<file path="src/rtl/gray_pkg.sv">
// gray_pkg: shared default widths and gray/binary conversion helpers
//   GRAY_W    - default code word width
//   ERR_CNT_W - default step-error counter width
//   gray2bin / bin2gray - 32-bit conversions; narrower words zero-extend safely
package gray_pkg;
  localparam int GRAY_W = 8;
  localparam int ERR_CNT_W = 16;
  function automatic logic [31:0] gray2bin(input logic [31:0] g);
    logic [31:0] b;
    for (int i = 0; i < 32; i++) b[i] = ^(g >> i);
    return b;
  endfunction
  function automatic logic [31:0] bin2gray(input logic [31:0] b);
    return b ^ (b >> 1);
  endfunction
endpackage

</file>
<file path="src/rtl/gray_step_chk.sv">
// gray_step_chk: flags samples that are not exactly one bit away from the previous valid sample
//   i_clk, i_rst_n - clock, synchronous active-low reset
//   i_vld, i_gray  - stage-1 sample and its qualifier
//   i_clr          - drop history; a coincident sample is left unchecked and becomes the new history
//   o_step_err     - combinational error flag for the current sample
module gray_step_chk
  import gray_pkg::*;
#(
  parameter int WIDTH = GRAY_W
) (
  input  logic             i_clk,
  input  logic             i_rst_n,
  input  logic             i_vld,
  input  logic             i_clr,
  input  logic [WIDTH-1:0] i_gray,
  output logic             o_step_err
);
  logic [WIDTH-1:0] prev_gray;
  logic [WIDTH-1:0] diff;
  logic             have_prev;
  always_comb begin
    diff = i_gray ^ prev_gray;
    // distance is 1 only when diff is a nonzero power of two
    o_step_err = i_vld && have_prev && !i_clr && ((diff == '0) || ((diff & (diff - WIDTH'(1))) != '0));
  end
  always_ff @(posedge i_clk)
    if (!i_rst_n) begin
      prev_gray <= '0;
      have_prev <= 1'b0;
    end else if (i_vld) begin
      prev_gray <= i_gray;
      have_prev <= 1'b1;
    end else if (i_clr) begin
      have_prev <= 1'b0;
    end
endmodule

</file>
<file path="src/rtl/gray2bin_decoder.sv">
// gray2bin_decoder: 2-cycle gray-to-binary decoder with unit-distance step checking
//   i_clk, i_rst_n - clock, synchronous active-low reset
//   i_en, i_gray   - input sample and qualifier
//   i_clr_err      - clears the error counter and step history
//   o_vld, o_bin   - decoded word, i_en delayed 2 cycles; o_bin holds while idle
//   o_step_err     - step error for the word on o_bin, 0 when o_vld=0
//   o_err_cnt      - saturating count of step errors
module gray2bin_decoder
  import gray_pkg::*;
#(
  parameter int WIDTH = GRAY_W,
  parameter int CNT_W = ERR_CNT_W
) (
  input  logic             i_clk,
  input  logic             i_rst_n,
  input  logic             i_en,
  input  logic [WIDTH-1:0] i_gray,
  input  logic             i_clr_err,
  output logic             o_vld,
  output logic [WIDTH-1:0] o_bin,
  output logic             o_step_err,
  output logic [CNT_W-1:0] o_err_cnt
);
  logic             en_q;
  logic [WIDTH-1:0] gray_q;
  logic [WIDTH-1:0] bin_d;
  logic             step_err;
  always_comb
    for (int i = 0; i < WIDTH; i++) bin_d[i] = ^(gray_q >> i);
  gray_step_chk #(.WIDTH(WIDTH)) u_chk (
    .i_clk      (i_clk),
    .i_rst_n    (i_rst_n),
    .i_vld      (en_q),
    .i_clr      (i_clr_err),
    .i_gray     (gray_q),
    .o_step_err (step_err)
  );
  always_ff @(posedge i_clk)
    if (!i_rst_n) begin
      en_q       <= 1'b0;
      gray_q     <= '0;
      o_vld      <= 1'b0;
      o_bin      <= '0;
      o_step_err <= 1'b0;
      o_err_cnt  <= '0;
    end else begin
      en_q       <= i_en;
      gray_q     <= i_gray;
      o_vld      <= en_q;
      o_step_err <= step_err;
      if (en_q) o_bin <= bin_d;
      o_err_cnt  <= i_clr_err ? '0 :
                    (o_vld && o_step_err && !(&o_err_cnt)) ? o_err_cnt + CNT_W'(1) : o_err_cnt;
    end
endmodule

</file>
<file path="config.mk">
export PLATFORM = sky130hd
export DESIGN_NAME = gray2bin_decoder
export DESIGN_NICKNAME = d
export VERILOG_FILES = /design/src/rtl/gray_pkg.sv /design/src/rtl/gray_step_chk.sv /design/src/rtl/gray2bin_decoder.sv
export SDC_FILE = /design/constraint.sdc
export NUM_CORES = 1
export LEC_CHECK = 0
export ABC_AREA = 1
export BUFFER_PORTS_ARGS = -buffer_cell sky130_fd_sc_hd__buf_4
export CORE_MARGIN = 2
export CORE_UTILIZATION = 50
export DETAILED_ROUTE_END_ITERATION = 6
export HOLD_SLACK_MARGIN = 0.03
export PLACE_DENSITY = 0.72
export SLEW_MARGIN = 20
export SYNTH_ARGS = -nofsm -noshare
export SYNTH_HDL_FRONTEND = slang
export SYNTH_SLANG_ARGS = --single-unit
</file>
<file path="constraint.sdc">
create_clock -name i_clk -period 4.4 [get_ports i_clk]
set_input_delay 0.44 -clock i_clk [delete_from_list [all_inputs] [get_ports i_clk]]
set_output_delay 0.44 -clock i_clk [all_outputs]
set_load 0.05 [all_outputs]
</file>
# After elaboration in Yosys (flattened, before gate mapping)

Cells that the tools add are included.
Widths: inputs -> output; s select.

Register bits after elaboration: 44
Bits in latches: 0
Memory bits (writable): 0
Memory bits (read-only): 0
Bits of input ports: 12
Output and inout bits: 26
Logic and storage cells: 36
Memories: 0

$add $sub $neg: 2
Multipliers: 0
Divide/modulo/power cells: 0
Magnitude comparators: 0
Eq/ne operators: 0
Shifts and indexed selects: 0
Muxes and demuxes: 2
Bitwise logic cells: 3
Reduce and logical (&&, ||, !) cells: 21

Operator list:

| cell                  | number |
|---|---|
| $reduce_xor 8->1      | 8 |
| $add 16x1->16 const B | 1 |
| $reduce_and 16->1     | 1 |
| $and 8x8->8           | 1 |
| $logic_not 8->1       | 1 |
| $reduce_bool 8->1     | 1 |
| $sub 8x1->8 const B   | 1 |
| $xor 8x8->8           | 1 |
| $logic_and 1x1->1     | 5 |
| $logic_not 1->1       | 2 |
| $mux 1                | 2 |
| $reduce_bool 2->1     | 1 |
| $reduce_or 2->1       | 1 |
| $logic_or 1x1->1      | 1 |
| $not 1->1             | 1 |

# Logic depth before layout (Yosys ltp)

Gate-level depths: netlist of run 1.

Word-level depth: 6
Mapped depth: 10
Gate-level depth less buffers: 10

# Hierarchy

Synthesis of run 1 repeated with hierarchy kept, for this count alone.

Cells, all modules: 401
Area total of the unflattened synthesis: 2499.9 µm²

Modules (own cells, without submodules):

| module           | times used | cells each | area an instance (µm²) | sequential area each (µm²) |
|---|---|---|---|---|
| gray2bin_decoder | 1          | 291        | 1873.0                 | 700.7 |
| gray_step_chk    | 1          | 110        | 626.9                  | 180.2 |

# Worst setup path after synthesis of run 1

No wires, ideal clock.

Path kind: register to register
From: register o_err_cnt[0]
To: register o_err_cnt[5]
Setup time: 0.123 ns
Arrival: 1.767 ns
Required time: 4.277 ns
Slack: 2.509 ns
Cell stages (with the launch flop): 10
Path buffers: 1
Period minus slack after synthesis: 1.891 ns
Cell sequence: dfxtp_1 ha_1 nand3_2 nor2_4 nand3_2 nand2_4 inv_2 buf_6 nand2_1 a21oi_2

Longest elaborated chain between the ends: 3
Elaborated cells on any way between the ends: 4
Those cells by class: 1 x add/sub; 3 x reduce/logical

RTL lines:

| element                                               | line                   | source |
|---|---|---|
| start, declared                                       | gray2bin_decoder.sv:22 | `output logic [CNT_W-1:0] o_err_cnt` |
| start signal, assigned                                | gray2bin_decoder.sv:52 | `o_err_cnt <= i_clr_err ? '0 :` |
| branches (longest 3 deep; another with $add 16x1->16) | -                      |  |

Several ways; the timed one is not identified.
A chain may end at the register's enable or synchronous reset.

# Worst setup path after layout of run 1

From: register o_err_cnt[0]
To: register o_err_cnt[10]

Same word-level chain as after synthesis.

==> impl_summary.txt, run 1 <==
----------------------------------------------------
[Status]
  Status ... finished clean

[Power and ir drop]
  Share of total power consumed by net switching ... 28.1%
  Switching pwr ... 0.219 mW
  Clk pwr share ... 30.8%
  Static leakage ... 1.26 nW
  Pwr/cell area ... 292 nW/um2
  Combinational Power Share ... 15.6%
  Largest vdd supply drop ... 0.220 mV
  Overall power consumption ... 0.779 mW
  Sequential power share ... 53.7%
  Internal power component ... 0.560 mW

[Synth]
  Top cells by count, synth ... 116 x sky130_fd_sc_hd__nand2_1, 51 x sky130_fd_sc_hd__inv_1, 43 x sky130_fd_sc_hd__dfxtp_1
  Count of mapped cells out of synthesis ... 343
  Most common flop cell mapped by yosys ... sky130_fd_sc_hd__dfxtp_1
  Top cell type's share of synthesized area ... 37.5%
  Number of enable flip-flop cells after synthesis ... 0
  Number of synthesized register bits ... 43
  Number of distinct library cells after synthesis ... 29
  FFs w/ async S/R, synth ... 0%
  Most common cell in the netlist ... sky130_fd_sc_hd__nand2_1
  Yosys warning count ... 0
  Cell types occupying the most area after synthesis ... sky130_fd_sc_hd__dfxtp_1 37%, sky130_fd_sc_hd__nand2_1 19%, sky130_fd_sc_hd__inv_1 8.3%
  Post-synthesis average cell area ... 6.70 um2
  Post-synth design cell area ... 2300 um2
  Leading area contributor after synthesis ... sky130_fd_sc_hd__dfxtp_1
  Nets in the synthesized netlist ... 356
  Sequential fraction of the synthesis area ... 37.5%

[Clock network]
  Clock H-tree levels ... 2
  Clock tree from TritonCTS ... done
  Cts bufs inserted ... 5
  Clk_lat worst skew ... 0.29 ns
  Clock sink total ... 43
  Maximum root-to-sink buffer count ... 2
  Number of setup buffers added after CTS ... 0
  Cells resized by post-CTS repair ... 0
  Clock edge transition at the registers on the reported setup and hold paths ... 0.08 ns
  CTS Root Buffer Type ... sky130_fd_sc_hd__clkbuf_8
  Hold Buf Count CTS ... 0

[Critical path]
  Logic depth of the worst register-to-register path ... 10
  Arrival @ worst endpoint ... 1.97 ns
  Largest stage delay on the critical path ... 0.41 ns
  Critical Path Sink Type ... flop
  Critical path buffers and inverters ... 1
  Crit path max-delay family ... simple AND/OR/NAND/NOR gates
  Kind of critical path ... flop to flop
  Most prevalent standard cell on the critical path ... sky130_fd_sc_hd__nand2_1
  Element type at the critical path start ... flop
  Required time worst endpoint ... 4.60 ns
  Critical Path Slowest Stage Cell ... sky130_fd_sc_hd__dfxtp_1
  Endpoint of the most critical register-to-register path ... o_err_cnt[10]
  Ordered cell list for the critical path ... ha_1 -> nand3_2 -> nor2_4 -> nand3_2 -> nand2_4 -> inv_2 -> nand2_1 -> nand2_1 -> nand2_1 -> nor2_1
  Flop-to-flop setup slack ... 2.63 ns
  Crit Reg-Reg Startpoint ... o_err_cnt[0]
  CP Max Fanout ... 17
  Logic depth of the worst path, buffers included ... 10
  Crit path capture ... o_err_cnt[10]
  Start point of the critical path ... o_err_cnt[0]

[Timing]
  Setup repair after global routing missed its margin ... false
  Pin slew with the least headroom to its limit ... 0.540 ns
  Number of failing setup endpoints in the final timing report ... 0
  Achievable frequency ... 565 MHz
  Post-route fraction of the period consumed by the critical path ... 40.2%
  Skew final ... 0.00627 ns
  Pins over their slew limit ... 0
  Sum Neg Setup Slack ... 0 ns
  Min Tclk post-route ... 1.77 ns
  Worst slew margin relative to its limit ... 64.0%
  Final hold viol count ... 0
  Smallest hold slack ... 0.326 ns

[Detailed routing]
  Number of vias in the routed layout ... 2098
  Post-DRT Antenna Nets ... 0
  DRT iter0 DRCs ... 84
  Residual DRC count ... 0
  Detailed Route WL ... 4580 um
  Via density ... 4.87
  Detailed-routing iteration count for the pre-antenna-repair pass ... 4
  Average wire per cell in the routed design ... 10.6 um

[Floorplan]
  Count of standard-cell rows ... 24
  Number of placed I/O pins ... 38
  Core area ... 4380 um2
  Die Ht ... 71.8 um
  Total Die Area ... 5150 um2
  Die outline width ... 71.8 um
  Starting density of the core ... 52.4%

[Final layout]
  Inserted Diodes ... 0
  Synth-to-layout area growth ... 16.1%
  Nets ... 391
  Share of post-route cells with drive strength above 1 ... 16.4%

[Global routing]
  Overflow after GRT ... 0
  Number of antenna violations at the first check in global routing ... 0
  Maximum number of pins on one net before global-route repair ... 26
  Overall global routing resource usage ... 20.2%
  M1 GR Usage ... 22.6%
  Met3 Usage GRT ... 4.92%
  GR Util met2 ... 36.5%
  Number of global-route vias before repair ... 2009
  Global-route wire length before repair ... 8330 um
  GR peak layer ... met2

[Flow run]
  Total of max-cap violations ... 0

[Placed design]
  HPWL after detailed placement ... 3490 um
  Final weighted congestion in routability-driven placement ... 0.794
  Count of input and output buffers ... 37

[Worst hold path]
  Min-delay worst type ... primary input to flop

----------------------------------------------------
## per-layer routing
| metal | wire [um] | share of wire [%] |
|---|---|---|
| met1 | 1920 | 42 |
| met2 | 2350 | 51 |
| met3 | 219 | 4.8 |
| met4 | 97 | 2.1 |
| met5 | 0 | 0 |
## cells by family after synthesis
kind of cell / synth area share (%)
DFF: 37.5
adders and majority gates: 0.545
xor gates and xnor gates: 6.86
AOI/OAI and AO/OA: 10.8
buffers and inverters: 11.2
and+or+nand+nor: 33.1
## power groups by stage
stage	sequential, mW	combinational, mW	clock (mW)
3_5_place_dp	0.427	0.122	0
5_1_grt	0.421	0.139	0.266
6_report	0.418	0.121	0.240
3_3_place_gp	0.426	0.120	0
4_1_cts	0.418	0.123	0.247
2_1_floorplan	0.443	0.0737	0
## worst min-delay path by stage
stage	from	endpoint	slack, ns	cells after the start
CTS	i_gray[2]	gray_q[2]	0.32	3
global placement	u_chk.have_prev	u_chk.have_prev	0.43	2
floorplan	u_chk.have_prev	u_chk.have_prev	0.42	2
global route	i_gray[2]	gray_q[2]	0.32	3
detailed placement	u_chk.have_prev	u_chk.have_prev	0.44	2
finish	i_gray[4]	gray_q[4]	0.33	3
## per-stage QoR
step                area, um2  instances  utilization, %  setup WS, ns
floorplan                2300        343               -          2.51
global placement         2580        423            59.0          2.69
detailed placement       2580        423            59.0          2.63
CTS                      2670        431            60.8          2.62
global route             2670        431            60.8          2.45
finish                   2670        431            60.8          2.63
## flip-flops by register name, indices dropped and copies added, names as in the netlist
register / count
o_err_cnt: 16
u_chk.have_prev: 1
gray_q: 8
o_vld: 1
o_step_err: 1
u_chk.prev_gray: 7
o_bin: 8
en_q: 1
## placed cells by master (no fill, tap or decap), drive strengths merged
master | Yosys | layout
buf | 5 | 38
a21oi | 19 | 19
a31oi | 1 | 1
nand4 | 5 | 5
xor2 | 10 | 10
o211ai | 2 | 2
nor3 | 10 | 10
o21ai | 19 | 19
clkinv | 0 | 1
dfxtp | 43 | 43
nor2 | 30 | 30
nand3 | 12 | 12
nand2 | 119 | 119
nor3b | 1 | 1
clkbuf | 5 | 7
ha | 1 | 1
a21boi | 1 | 1
xnor2 | 8 | 8
inv | 52 | 52
## tightest hold or removal path, cell delays in order
cell	delay, ns
sky130_fd_sc_hd__buf_4	0.07
sky130_fd_sc_hd__nand2_1	0.04
sky130_fd_sc_hd__inv_1	0.04
## final cells by class
cell class              instances  area (um2)
well taps                      52        65.1
flip-flops and latches         43         861
repair buffers                 38         285
clock buffers                   7        76.3
inverters                      52         195
fillers                       425        1720
clock inverters                 1        5.00
multi-input cells             238        1180
Power figures use the tool's default switching activity.
==> run 2, diff against run 1 <==
--- a/config.mk
+++ b/config.mk
@@ -11,7 +11,7 @@
 export CORE_UTILIZATION = 50
 export DETAILED_ROUTE_END_ITERATION = 6
 export HOLD_SLACK_MARGIN = 0.03
-export PLACE_DENSITY = 0.72
+export PLACE_DENSITY = 0.75
 export SLEW_MARGIN = 20
 export SYNTH_ARGS = -nofsm -noshare
 export SYNTH_HDL_FRONTEND = slang
==> constraint.sdc (replaced) <==
create_clock -name i_clk -period 1.6 [get_ports i_clk]
set_input_delay 0.16 -clock i_clk [delete_from_list [all_inputs] [get_ports i_clk]]
set_output_delay 0.16 -clock i_clk [all_outputs]
set_load 0.05 [all_outputs]
==> run 2 against run 1 <==
  * Clock power increased to 2.8 times the previous value
  * Register-to-register slack got worse by 2.5 ns
  * Power rose to 2.8 times the previous value
  * Via count grew 2.8%
  * First-iteration DRC count increased by 39%
  * Worst setup slack lost 2.5 ns
  * Cell area up 5.1%
  * Sequential power increased to 2.7 times the previous value
  * Highest routed layer unchanged
==> impl_summary.txt, run 2 (same netlist as run 1, synthesis figures left out) <==
----------------------------------------------------
[Detailed routing]
  Detailed-routing iteration count for the pre-antenna-repair pass ... 4
  Detailed Route WL ... 4730 um
  Average wire per cell in the routed design ... 10.7 um
  Via density ... 4.87
  Post-DRT Antenna Nets ... 0
  Number of vias in the routed layout ... 2157
  DRT iter0 DRCs ... 117
  Residual DRC count ... 0

[Floorplan]
  Count of standard-cell rows ... 24
  Total Die Area ... 5150 um2
  Core area ... 4380 um2
  Die Ht ... 71.8 um
  Die outline width ... 71.8 um
  Starting density of the core ... 52.4%
  Number of placed I/O pins ... 38

[Clock network]
  Clock H-tree levels ... 2
  Clock tree from TritonCTS ... done
  Clock sink total ... 43
  Cts bufs inserted ... 5
  Maximum root-to-sink buffer count ... 2
  Clk_lat worst skew ... 0.29 ns
  CTS Root Buffer Type ... sky130_fd_sc_hd__clkbuf_8
  Clock edge transition at the registers on the reported setup and hold paths ... 0.08 ns

[Status]
  Status ... finished clean

[Final layout]
  Most common cell after layout, fill and taps aside ... sky130_fd_sc_hd__nand2_1
  Largest register FFs ... 16
  Nets ... 403
  Register name with the most flops ... o_err_cnt
  Largest registers ranked by flip-flop count ... o_err_cnt x16, gray_q x8, o_bin x8
  Number of fillers in the final layout ... 414
  Inserted Diodes ... 0
  Final non-filler cell area ... 2800 um2
  Synth-to-layout area growth ... 22.0%
  Top library cells by usage in the layout, fill and taps aside ... 116 x sky130_fd_sc_hd__nand2_1, 51 x sky130_fd_sc_hd__inv_1, 48 x sky130_fd_sc_hd__buf_4
  Share of post-route cells with drive strength above 1 ... 23.0%

[Timing]
  Worst slew margin relative to its limit ... 64.2%
  Min Tclk post-route ... 1.48 ns
  Pins over their slew limit ... 0
  Final hold viol count ... 0
  Pin slew with the least headroom to its limit ... 0.536 ns
  Sum Neg Setup Slack ... 0 ns
  Achievable frequency ... 674 MHz
  Skew final ... 0.00324 ns
  Setup repair after global routing missed its margin ... false
  Number of failing setup endpoints in the final timing report ... 0
  Post-route fraction of the period consumed by the critical path ... 92.7%

[Global routing]
  Overflow after GRT ... 0
  Maximum number of pins on one net before global-route repair ... 26
  Number of global-route vias before repair ... 1932
  Global-route wire length before repair ... 8040 um
  Number of antenna violations at the first check in global routing ... 0
  Overall global routing resource usage ... 19.6%

[Power and ir drop]
  Pwr/cell area ... 768 nW/um2
  Static leakage ... 1.32 nW
  Largest vdd supply drop ... 0.635 mV

[Flow run]
  Total of max-cap violations ... 0

[Critical path]
  Required time worst endpoint ... 1.82 ns
  Critical Path Sink Type ... flop
  Kind of critical path ... flop to flop
  Ordered cell list for the critical path ... inv_1 -> nor3_1 -> nand3_1 -> xnor2_1 -> nand2_1 -> a21oi_2
  Start point of the critical path ... o_err_cnt[5]
  Crit Reg-Reg Startpoint ... o_err_cnt[5]
  Critical Path Slowest Stage Cell ... sky130_fd_sc_hd__nor3_1
  CP Max Fanout ... 6
  Largest stage delay on the critical path ... 0.40 ns
  Arrival @ worst endpoint ... 1.71 ns
  Element type at the critical path start ... flop

[Worst hold path]
  Start point of the worst hold path ... i_gray[1]
  Min-delay worst type ... primary input to flop

[Placed design]
  Final weighted congestion in routability-driven placement ... 0.847
  Count of input and output buffers ... 37
  HPWL after detailed placement ... 3600 um
  Placed standard-cell area ... 2650 um2

----------------------------------------------------
[run 2: cell count changes in the layout (fill, tap and decap cells not counted), sizes merged]
cell and delta:
buf +10, dlygate4sd3 +2, clkbuf -1, inv +1
[run 2: critical path: cells and delay by family, from the launching register on]
kind / cells / cell delay, ns
compound gates: 1 / 0.11
xor+xnor: 1 / 0.17
buf+inv: 1 / 0.08
flops: 1 / 0.39
simple gates: 3 / 0.66
[run 2: path summary, 6_finish.rpt]
kind / to / slack, ns / cells past startpoint
worst min-delay path: gray_q[1] / 0.04 / 3
worst max-delay path: o_err_cnt[9] / 0.12 / 6
worst max register to register: o_err_cnt[9] / 0.12 / 6
worst min register to register: u_chk.have_prev / 0.46 / 2
[run 2: through the flow]
stage,instances,setup slack [ns],power (mW),util [%],hold WS (ns)
after detailed placement,428,0.0119,1.51,60.4,0.343
after CTS,438,0.00361,2.19,62.8,0.0333
after global placement,428,0.0802,1.50,60.4,0.340
after floorplan,343,0.0354,1.42,-,0.258
after global routing,443,0.0136,2.27,63.9,0.0344
final,443,0.117,2.15,63.9,0.0425
[run 2: what timing repair did]
action                                  CTS  global route
hold buffers                              2             0
setup buffers                             0             5
resized for setup                         0             2
endpoints found under the setup margin    0            12
endpoints found under the hold margin     2             0
[run 2: final cells by class]
class	count	area, um2	area share, %
clock buffers	6	72.6	2.59
clock inverters	2	11.3	0.402
inverters	52	195	6.97
multi-input cells	238	1190	42.5
flip-flops and latches	43	886	31.6
well taps	52	65.1	2.32
repair buffers	50	380	13.6
[run 2: power by group]
group | switching, mW | internal, mW | total (mW)
Sequential | 0.0367 | 1.11 | 1.14
Clock | 0.363 | 0.306 | 0.669
Combinational | 0.211 | 0.128 | 0.339
Total | 0.610 | 1.54 | 2.15
[run 2: layer usage]
layer,track usage (%),up-vias,wire [um]
met2,35.1,41,2400
met4,8.81,0,82
met1,22.6,954,2060
li1,-,1151,-
met5,0,-,0
met3,3.80,11,193
==> run 3, diff against run 2 <==
--- a/config.mk
+++ b/config.mk
@@ -6,13 +6,13 @@
 export NUM_CORES = 1
 export LEC_CHECK = 0
 export ABC_AREA = 1
-export BUFFER_PORTS_ARGS = -buffer_cell sky130_fd_sc_hd__buf_4
 export CORE_MARGIN = 2
 export CORE_UTILIZATION = 50
 export DETAILED_ROUTE_END_ITERATION = 6
+export DONT_BUFFER_PORTS = 1
 export HOLD_SLACK_MARGIN = 0.03
-export PLACE_DENSITY = 0.75
-export SLEW_MARGIN = 20
+export PLACE_DENSITY = 0.68
+export SLEW_MARGIN = 5
 export SYNTH_ARGS = -nofsm -noshare
 export SYNTH_HDL_FRONTEND = slang
 export SYNTH_SLANG_ARGS = --single-unit
==> run 3 against run 2 <==
  * Flip-flop and latch count stayed put
  * Power is 0.75% higher
  * Critical path type unchanged
  * Combinational power is 5% lower
  * Highest routed layer unchanged
  * Final cell count is 1.6% lower
  * First-iteration DRC count is 51% lower
  * Via count is 1.9% lower
  * Largest power group unchanged
  * Maximum frequency hardly changed
  * Critical path depth is 4 higher
==> impl_summary.txt, run 3 (same netlist as run 1, synthesis figures left out) <==
----------------------------------------------------
[Status]
  Status ... finished clean

[Critical path]
  Crit path max-delay family ... simple AND/OR/NAND/NOR gates
  Kind of critical path ... flop to flop
  Logic depth of the worst path, buffers included ... 10
  Endpoint of the most critical register-to-register path ... o_err_cnt[10]
  Logic depth of the worst register-to-register path ... 10
  Required time worst endpoint ... 1.79 ns
  CP Max Fanout ... 12
  Ordered cell list for the critical path ... ha_1 -> nand3_2 -> nor2_4 -> nand3_2 -> nand2_4 -> inv_2 -> nand2_1 -> nand2_1 -> nand2_1 -> nor2_1
  Largest stage delay on the critical path ... 0.37 ns
  Arrival @ worst endpoint ... 1.68 ns
  Critical Path Sink Type ... flop
  Most prevalent standard cell on the critical path ... sky130_fd_sc_hd__nand2_1
  Flop-to-flop setup slack ... 0.12 ns
  Crit Reg-Reg Startpoint ... o_err_cnt[0]
  Critical path buffers and inverters ... 1
  Critical Path Slowest Stage Cell ... sky130_fd_sc_hd__dfxtp_4
  Element type at the critical path start ... flop

[Floorplan]
  Die outline width ... 71.8 um
  Total Die Area ... 5150 um2
  Starting density of the core ... 52.4%
  Core area ... 4380 um2
  Count of standard-cell rows ... 24
  Number of placed I/O pins ... 38
  Die Ht ... 71.8 um

[Worst hold path]
  Worst hold path cell count ... 4
  Start point of the worst hold path ... i_rst_n
  Min-delay worst type ... primary input to flop
  Endpoint, Worst Hold ... o_bin[0]

[Timing]
  Post-route fraction of the period consumed by the critical path ... 92.8%
  Min Tclk post-route ... 1.48 ns
  Setup repair after global routing missed its margin ... false
  Pins over their slew limit ... 0
  Skew final ... 0.00866 ns
  Worst slew margin relative to its limit ... 56.9%
  Sum Neg Setup Slack ... 0 ns
  Number of failing setup endpoints in the final timing report ... 0
  Pin slew with the least headroom to its limit ... 0.644 ns
  Achievable frequency ... 674 MHz
  Final hold viol count ... 0

[Placed design]
  Count of input and output buffers ... 0
  Final weighted congestion in routability-driven placement ... 0.797
  HPWL after detailed placement ... 3540 um

[Final layout]
  Largest registers ranked by flip-flop count ... o_err_cnt x16, gray_q x8, o_bin x8
  Most common cell after layout, fill and taps aside ... sky130_fd_sc_hd__nand2_1
  Synth-to-layout area growth ... 20.9%
  Largest register FFs ... 16
  Share of the core filled with cells in the final layout ... 63.4%
  Share of post-route cells with drive strength above 1 ... 20.1%
  Nets ... 397
  Register name with the most flops ... o_err_cnt
  Top library cells by usage in the layout, fill and taps aside ... 116 x sky130_fd_sc_hd__nand2_1, 51 x sky130_fd_sc_hd__inv_1, 34 x sky130_fd_sc_hd__buf_4
  Inserted Diodes ... 0

[Detailed routing]
  Post-DRT Antenna Nets ... 0
  Via density ... 4.85
  DRT iter0 DRCs ... 57
  Number of vias in the routed layout ... 2116
  Residual DRC count ... 0
  Average wire per cell in the routed design ... 10.9 um
  Detailed Route WL ... 4730 um
  Detailed-routing iteration count for the pre-antenna-repair pass ... 4

[Global routing]
  Overall global routing resource usage ... 19.3%
  Maximum number of pins on one net before global-route repair ... 21
  Number of antenna violations at the first check in global routing ... 0
  Overflow after GRT ... 0
  Global-route wire length before repair ... 7980 um
  Number of global-route vias before repair ... 1941

[Clock network]
  CTS Root Buffer Type ... sky130_fd_sc_hd__clkbuf_8
  Clock sink total ... 43
  Clock tree from TritonCTS ... done
  Clock edge transition at the registers on the reported setup and hold paths ... 0.08 ns
  Cts bufs inserted ... 5
  Clock H-tree levels ... 2
  Maximum root-to-sink buffer count ... 2
  Clk_lat worst skew ... 0.29 ns

[Flow run]
  Total of max-cap violations ... 0

[Power and ir drop]
  Largest vdd supply drop ... 0.672 mV
  Pwr/cell area ... 781 nW/um2
  Static leakage ... 1.29 nW

----------------------------------------------------
==> run 3: cell types whose count changed in the layout (fill, tap and decap cells not counted), sizes merged <==
cell	delta
buf	-14
dlygate4sd3	+8
inv	-1
==> run 3: timing repair <==
item	CTS	global route
setup endpoints to repair	0	5
hold buffers	10	0
buffers inserted	0	4
gates resized for setup	0	2
hold endpoints to repair	20	0
==> run 3: stage by stage <==
step	cells	total power, mW	setup slack, ns	instance area [um2]	hold slack, ns
floorplan	343	1.42	0.0354	2320	0.258
global placement	415	1.47	0.108	2550	0.258
detailed placement	415	1.47	0.0666	2550	0.261
CTS	432	2.19	0.0672	2740	0.0668
global route	436	2.27	0.00802	2780	0.0859
finish	436	2.17	0.116	2780	0.0751
==> run 3: final cells by class <==
type	instances	area, um2
clock buffer	6	82.6
clock inverter	1	5.00
fill	413	1610
inverter	52	195
multi-input combinational	238	1190
sequential	43	886
tap	52	65.1
timing repair buffer	44	355
==> run 3: metal layers <==
layer | wire (um) | track usage (%)
met1 | 2000 | 20.9
met2 | 2430 | 36.4
met3 | 231 | 4.08
met4 | 74 | 7.13
met5 | 0 | 0
==> run 3: tightest hold or removal path, stage by stage <==
cell	delay [ns]
sky130_fd_sc_hd__nand2_1	0.03
sky130_fd_sc_hd__nand2_1	0.05
sky130_fd_sc_hd__nand2_1	0.05
sky130_fd_sc_hd__inv_1	0.04
==> run 3: how the worst max path moves through the flow <==
stage,slack [ns],startpoint,endpoint
6_report,0.12,o_err_cnt[0],o_err_cnt[10]
5_1_grt,0.008,o_err_cnt[0],o_err_cnt[10]
4_1_cts,0.07,o_err_cnt[0],o_err_cnt[10]
3_5_place_dp,0.07,o_err_cnt[0],o_err_cnt[10]
3_3_place_gp,0.11,o_err_cnt[1],o_err_cnt[13]
2_1_floorplan,0.04,o_err_cnt[0],o_err_cnt[11]
==> run 3: where the power goes <==
group | internal, mW | switching [mW] | leakage (nW) | total (mW)
registers | 1.11 | 0.0454 | 0.361 | 1.15
clock network | 0.339 | 0.355 | 0.0470 | 0.694
logic | 0.122 | 0.199 | 0.883 | 0.321
total | 1.57 | 0.600 | 1.29 | 2.17
